### config.mk
export PLATFORM = sky130hd
export DESIGN_NAME = button_debouncer
export DESIGN_NICKNAME = d
export VERILOG_FILES = /design/src/rtl/button_debouncer.sv
export SDC_FILE = /design/constraint.sdc
export NUM_CORES = 1
export LEC_CHECK = 0
export ABC_AREA = 1
export BUFFER_PORTS_ARGS = -buffer_cell sky130_fd_sc_hd__buf_2
export CORE_UTILIZATION = 40
export CTS_CLUSTER_DIAMETER = 40
export CTS_CLUSTER_SIZE = 20
export DETAILED_ROUTE_END_ITERATION = 10
export PLACE_DENSITY = 0.6
export SYNTH_ARGS = -nofsm -noshare
export SYNTH_HDL_FRONTEND = slang
export SYNTH_SLANG_ARGS = --single-unit
export TNS_END_PERCENT = 1
### constraint.sdc
create_clock -name clk -period 2.2 [get_ports clk]
set_clock_uncertainty 0.1 [all_clocks]
set_input_delay 0.44 -clock clk [delete_from_list [all_inputs] [get_ports clk]]
set_output_delay 0.44 -clock clk [all_outputs]
set_load 0.05 [all_outputs]
### src/rtl/button_debouncer.sv
// ---------------------------------------------------------------------------
// button_debouncer
//
// Turns a raw mechanical push-button / switch level into a clean, glitch-free
// level and produces single-cycle rise/fall strobes. The raw input passes
// through an internal 2-flop synchronizer, so a pad signal may be connected
// directly. A new level is accepted only after N_STABLE+1 consecutive
// synchronized samples at that level; any bounce restarts qualification.
//
// Optional feature (compile-time macro DEBOUNCE_LONGPRESS_EN):
//   when defined, long_press strobes once after `out` has been high for
//   N_LONG cycles; a release and re-press re-arms it. When undefined,
//   long_press is tied to 0 and the long-hold counter does not exist.
//
// Parameters:
//   N_STABLE : qualification length in samples (>= 2)
//   N_LONG   : long-hold length in cycles (optional feature only)
//   CNT_W    : counter width, must hold max(N_STABLE, N_LONG)-1
//
// Ports:
//   clk        : system clock, rising edge
//   rst        : asynchronous reset, active-low
//   inp        : raw asynchronous button level
//   out        : debounced level
//   rise       : one-cycle strobe coincident with out going 0->1
//   fall       : one-cycle strobe coincident with out going 1->0
//   long_press : one-cycle strobe on a long hold (0 when feature disabled)
// ---------------------------------------------------------------------------
module button_debouncer #(
  parameter int N_STABLE = 1250000,
  parameter int N_LONG   = 125000000,
  parameter int CNT_W    = 27
) (
  input  logic clk,
  input  logic rst,
  input  logic inp,
  output logic out,
  output logic rise,
  output logic fall,
  output logic long_press
);

  if (N_STABLE < 2 || N_LONG < 1 || CNT_W < 1) begin : g_param_check
    $error("button_debouncer: illegal parameter combination");
  end

  typedef enum logic [1:0] {
    IDLE_LOW  = 2'd0,
    WAIT_HIGH = 2'd1,
    IDLE_HIGH = 2'd2,
    WAIT_LOW  = 2'd3
  } state_t;

  localparam logic [CNT_W-1:0] CNT_ONE     = 1;
  localparam logic [CNT_W-1:0] STABLE_LAST = CNT_W'(N_STABLE - 1);

  logic             q1_p0;
  logic             q2_p1;
  state_t           state;
  state_t           state_nxt;
  logic [CNT_W-1:0] cnt;
  logic [CNT_W-1:0] cnt_nxt;
  logic             rise_nxt;
  logic             fall_nxt;
  logic             out_nxt;

  // Stage p0/p1: two-flop synchronizer for the asynchronous pad level
  always_ff @(posedge clk or negedge rst) begin
    if (!rst) begin
      q1_p0 <= 1'b0;
      q2_p1 <= 1'b0;
    end else begin
      q1_p0 <= inp;
      q2_p1 <= q1_p0;
    end
  end

  // Stage p2: qualification FSM, sees only the synchronized level
  always_ff @(posedge clk or negedge rst) begin
    if (!rst) begin
      state <= IDLE_LOW;
      cnt   <= '0;
      out   <= 1'b0;
      rise  <= 1'b0;
      fall  <= 1'b0;
    end else begin
      state <= state_nxt;
      cnt   <= cnt_nxt;
      out   <= out_nxt;
      rise  <= rise_nxt;
      fall  <= fall_nxt;
    end
  end

  always_comb begin
    state_nxt = state;
    cnt_nxt   = cnt;
    rise_nxt  = 1'b0;
    fall_nxt  = 1'b0;
    case (state)
      IDLE_LOW: begin
        if (q2_p1) begin
          state_nxt = WAIT_HIGH;
          cnt_nxt   = '0;
        end
      end
      WAIT_HIGH: begin
        // A single low sample throws away all progress: no partial credit.
        if (!q2_p1) begin
          state_nxt = IDLE_LOW;
          cnt_nxt   = '0;
        end else if (cnt == STABLE_LAST) begin
          state_nxt = IDLE_HIGH;
          cnt_nxt   = '0;
          rise_nxt  = 1'b1;
        end else begin
          cnt_nxt = cnt + CNT_ONE;
        end
      end
      IDLE_HIGH: begin
        if (!q2_p1) begin
          state_nxt = WAIT_LOW;
          cnt_nxt   = '0;
        end
      end
      WAIT_LOW: begin
        if (q2_p1) begin
          state_nxt = IDLE_HIGH;
          cnt_nxt   = '0;
        end else if (cnt == STABLE_LAST) begin
          state_nxt = IDLE_LOW;
          cnt_nxt   = '0;
          fall_nxt  = 1'b1;
        end else begin
          cnt_nxt = cnt + CNT_ONE;
        end
      end
      default: begin
        state_nxt = IDLE_LOW;
        cnt_nxt   = '0;
      end
    endcase
    // The debounced level is high while a high level is held or being
    // re-qualified low; it is registered so it cannot glitch on decode.
    out_nxt = (state_nxt == IDLE_HIGH) || (state_nxt == WAIT_LOW);
  end

`ifdef DEBOUNCE_LONGPRESS_EN
  localparam logic [CNT_W-1:0] LONG_LAST = CNT_W'(N_LONG - 1);

  logic [CNT_W-1:0] lcnt;
  logic             lfired;

  // Stage p3: long-hold counter; saturates once fired so it never repeats
  always_ff @(posedge clk or negedge rst) begin
    if (!rst) begin
      lcnt       <= '0;
      lfired     <= 1'b0;
      long_press <= 1'b0;
    end else if (!out) begin
      lcnt       <= '0;
      lfired     <= 1'b0;
      long_press <= 1'b0;
    end else begin
      long_press <= (lcnt == LONG_LAST) && !lfired;
      if (lcnt == LONG_LAST) begin
        lfired <= 1'b1;
      end else begin
        lcnt <= lcnt + CNT_ONE;
      end
    end
  end
`else
  assign long_press = 1'b0;
`endif

endmodule

==> metrics list <==
- N_diodes: 0
- For this run, the leading register cell type out of synthesis is dfrtp_1.
- The clock reaches the later pin of the worst-skew pair after 0.30 ns.
- The worst setup path is of the reg -> reg kind.
- Asr flop ratio synth: 100%
* Normalized max-slew margin: 49.3%
- Power spread over the standard cell area amounts to 525 mW/mm2.
- The min-delay analysis places its worst path in the category in -> async.
- A synthesized cell averages a little over 7 um2.
- The synthesized netlist occupies a cell area of 0.00204 mm2.
* Count of pins on the block boundary: 7
- Clock tree synthesis selected as its root buffer the cell clkbuf_8.
* Number of remaining DRC errors: 0
* Number of warnings printed during yosys synthesis: 0
- Transition time at the pin with the least slew margin: about 0.76 ns
* Final worst-path cycle share: 81.1%
* Router iterations before antenna repair: 4
- When the netlist entered floorplanning its net count stood at a little under 300.
- GRT Residual Overflow: 0
- Minimum clock period after layout: 1.78 ns
* Final Hold Viols: 0
- Register-to-Register Setup Slack: between 0.4 and 0.5 ns
* RSZ-0062 raised after global routing: false
- Via/cell ratio: 4.85
* Quantity of gates resized following cts: 0
- In this run the cell area measured after placement is 0.00213 mm2.
- Buffers inserted during clock tree synthesis total 5.
- In the final routed layout, each cell accounts on average for ~13 um.
* R2R depth: 10
* Post-CTS Hold Buffers: 0
* Sum of negative setup slack: 0 ns
- The final layout contains 298 nets.
* Die Y-Extent: 73.5 um
- The floorplan step defined a die boundary enclosing between 0.005 and 0.006 mm2.
- In this run the remaining antenna-violating nets after routing total 0.
- Antenna violations before repair: 0
- Signed area change from the synthesized netlist to the final layout: 8.57%
- Clock tree synthesis found a total of 34 sinks.
- Final design instance area without fill: 0.00222 mm2
- FP Rows: 25
- Reported max-cap violation count: 0
* Total setup violations reported at the end of the flow: 0
- Data on the critical path is required at its endpoint by 2.29 ns.
* Endpoint of the lowest-slack register-to-register path: cnt[2]
- Static timing analysis puts the maximum clock frequency at 561 MHz.
- Measured on the finished design, the core utilization comes to 46.1%.
- CTS tree: built
- Synthesis inferred 34 register bits.
* Number of enable-type register cells in the synthesized netlist: 0
- The flow ran to the end, and the final reports show no timing, DRC or antenna violations.
- Buffers placed on the I/O ports in this run total 5.
- Clock slew at the register clock pins of the worst setup and hold paths: roughly 0.08 ns
- The netlist uses 28 different library cells.
* Most frequent cells in the layout: 95 x nand2_1, 34 x inv_1, 34 x dfrtp_1
* CP Max Fanout: 15
- Seq/Total Area, Yosys: 41.6%
* Commonest non-fill, non-tap cell in the layout: nand2_1
* Worst setup path start: cnt[0]
- The detailed router finished its first iteration with between 100 and 150 violations.
- Of the cells placed in the final design, the portion with a size suffix greater than 1 is 11.5%.
- CTS H-tree lvls: 2
* Data arrival time of the worst path: between 1.5 and 2 ns
* Initial core utilization: roughly 42%
- The worst setup path is launched from a register.
* Maximum clock insertion buffer count: 2
* Largest net degree at the start of global routing: 35
* Leakage: 1.01 nW
- Kind of capture point of the worst setup path: register
- Worst IR Drop VDD: 0.000408 V
* Last weighted congestion value of the routability-driven placer: roughly 0.9
- The wire-length estimate of the detail-placed layout is 3390 um.
- Vias post-DR: 1,756
* Pins over their slew limit: 0
- Post-Syn Instances: around 290
* Core region area: 0.00482 mm2
* Via count of the first global-routing pass: approximately 1,600
- The worst register-to-register path begins at cnt[0].
- Global routing used 19.7% of the available tracks.
* Number of buffers inserted by post-CTS setup repair: 0
- The first global-routing pass estimated 7870 um of wire.
* DRT Wirelength: 4560 um
- The floorplan step set the die width to 73.5 um.
## routing by layer
layer | global-route usage, % | part of all wire (%)
met4 | 7.91 | 1.5
met3 | 4.12 | 2.9
met2 | 29.0 | 46
met1 | 28.2 | 50
met5 | 0 | 0
## synthesized netlist by cell type (2+ instances only)
library cell | instances | area [um2]
nor2_1 | 30 | 113
nor2_2 | 6 | 37.5
xnor2_1 | 2 | 17.5
o21ai_0 | 7 | 35.0
inv_1 | 34 | 128
o21ai_1 | 6 | 30.0
nor3_1 | 3 | 15.0
nand4_1 | 4 | 25.0
nor2_4 | 5 | 56.3
nand3_1 | 21 | 105
nand2_2 | 4 | 25.0
inv_2 | 2 | 7.51
nand2_1 | 95 | 357
o22ai_1 | 6 | 37.5
dfrtp_1 | 34 | 851
a21oi_1 | 4 | 20.0
xor2_1 | 11 | 96.3
## registers in the layout, summed over array words and instances, names as in the netlist
name,cells
cnt,27
state,2
fall,1
out,1
q1_p0,1
q2_p1,1
rise,1
## how the worst max path moves through the flow
stage | slack, ns | to
2_1_floorplan | 0.65 | cnt[20]
3_3_place_gp | 0.49 | cnt[2]
3_5_place_dp | 0.42 | cnt[24]
4_1_cts | 0.40 | cnt[24]
5_1_grt | 0.25 | cnt[24]
6_report | 0.42 | cnt[2]
## power breakdown
part           internal, mW  switching, mW  total, mW
Clock                 0.222          0.256      0.478
Sequential            0.630        0.00477      0.635
Combinational       0.00978         0.0421     0.0519
Total                 0.863          0.303       1.17
## worst max-delay path, cell delays in order (launching register included)
cell and delay [ns]:
dfrtp_1 0.41, ha_1 0.20, nand2_2 0.08, nor2_4 0.14, inv_2 0.07, nor2_4 0.11, nand2_2 0.11, nand2_4 0.19
inv_4 0.10, nor2_2 0.11, nor2_1 0.05
## area by class of cell
| type | count | area (um2) |
|---|---|---|
| Tap cell | 67 | 83.8 |
| Sequential cell | 34 | 851 |
| Multi-Input combinational cell | 211 | 1030 |
| Fill cell | 515 | 2600 |
| Inverter | 37 | 141 |
| Clock buffer | 5 | 68.8 |
| Clock inverter | 3 | 21.3 |
| Timing Repair Buffer | 5 | 25.0 |
## metrics by stage
step                power, mW  setup slack [ns]  hold WS (ns)  std cells
floorplan               0.680             0.653        0.0444        285
CTS                      1.18             0.404         0.135        362
global placement        0.700             0.487         0.234        354
global route             1.22             0.250         0.129        362
detailed placement      0.702             0.419         0.238        354
finish                   1.17             0.416         0.107        362
## kinds of logic after synthesis
| family | share of synthesized area, % |
|---|---|
| adders and majority gates | 0.612 |
| other | 0.184 |
| AOI/OAI and AO/OA | 6.37 |
| DFF | 41.6 |
| and+or+nand+nor | 37.5 |
| xor gates and xnor gates | 5.57 |
| buffers and inverters | 8.08 |
Note: power is estimated with default switching activity, not from simulation.
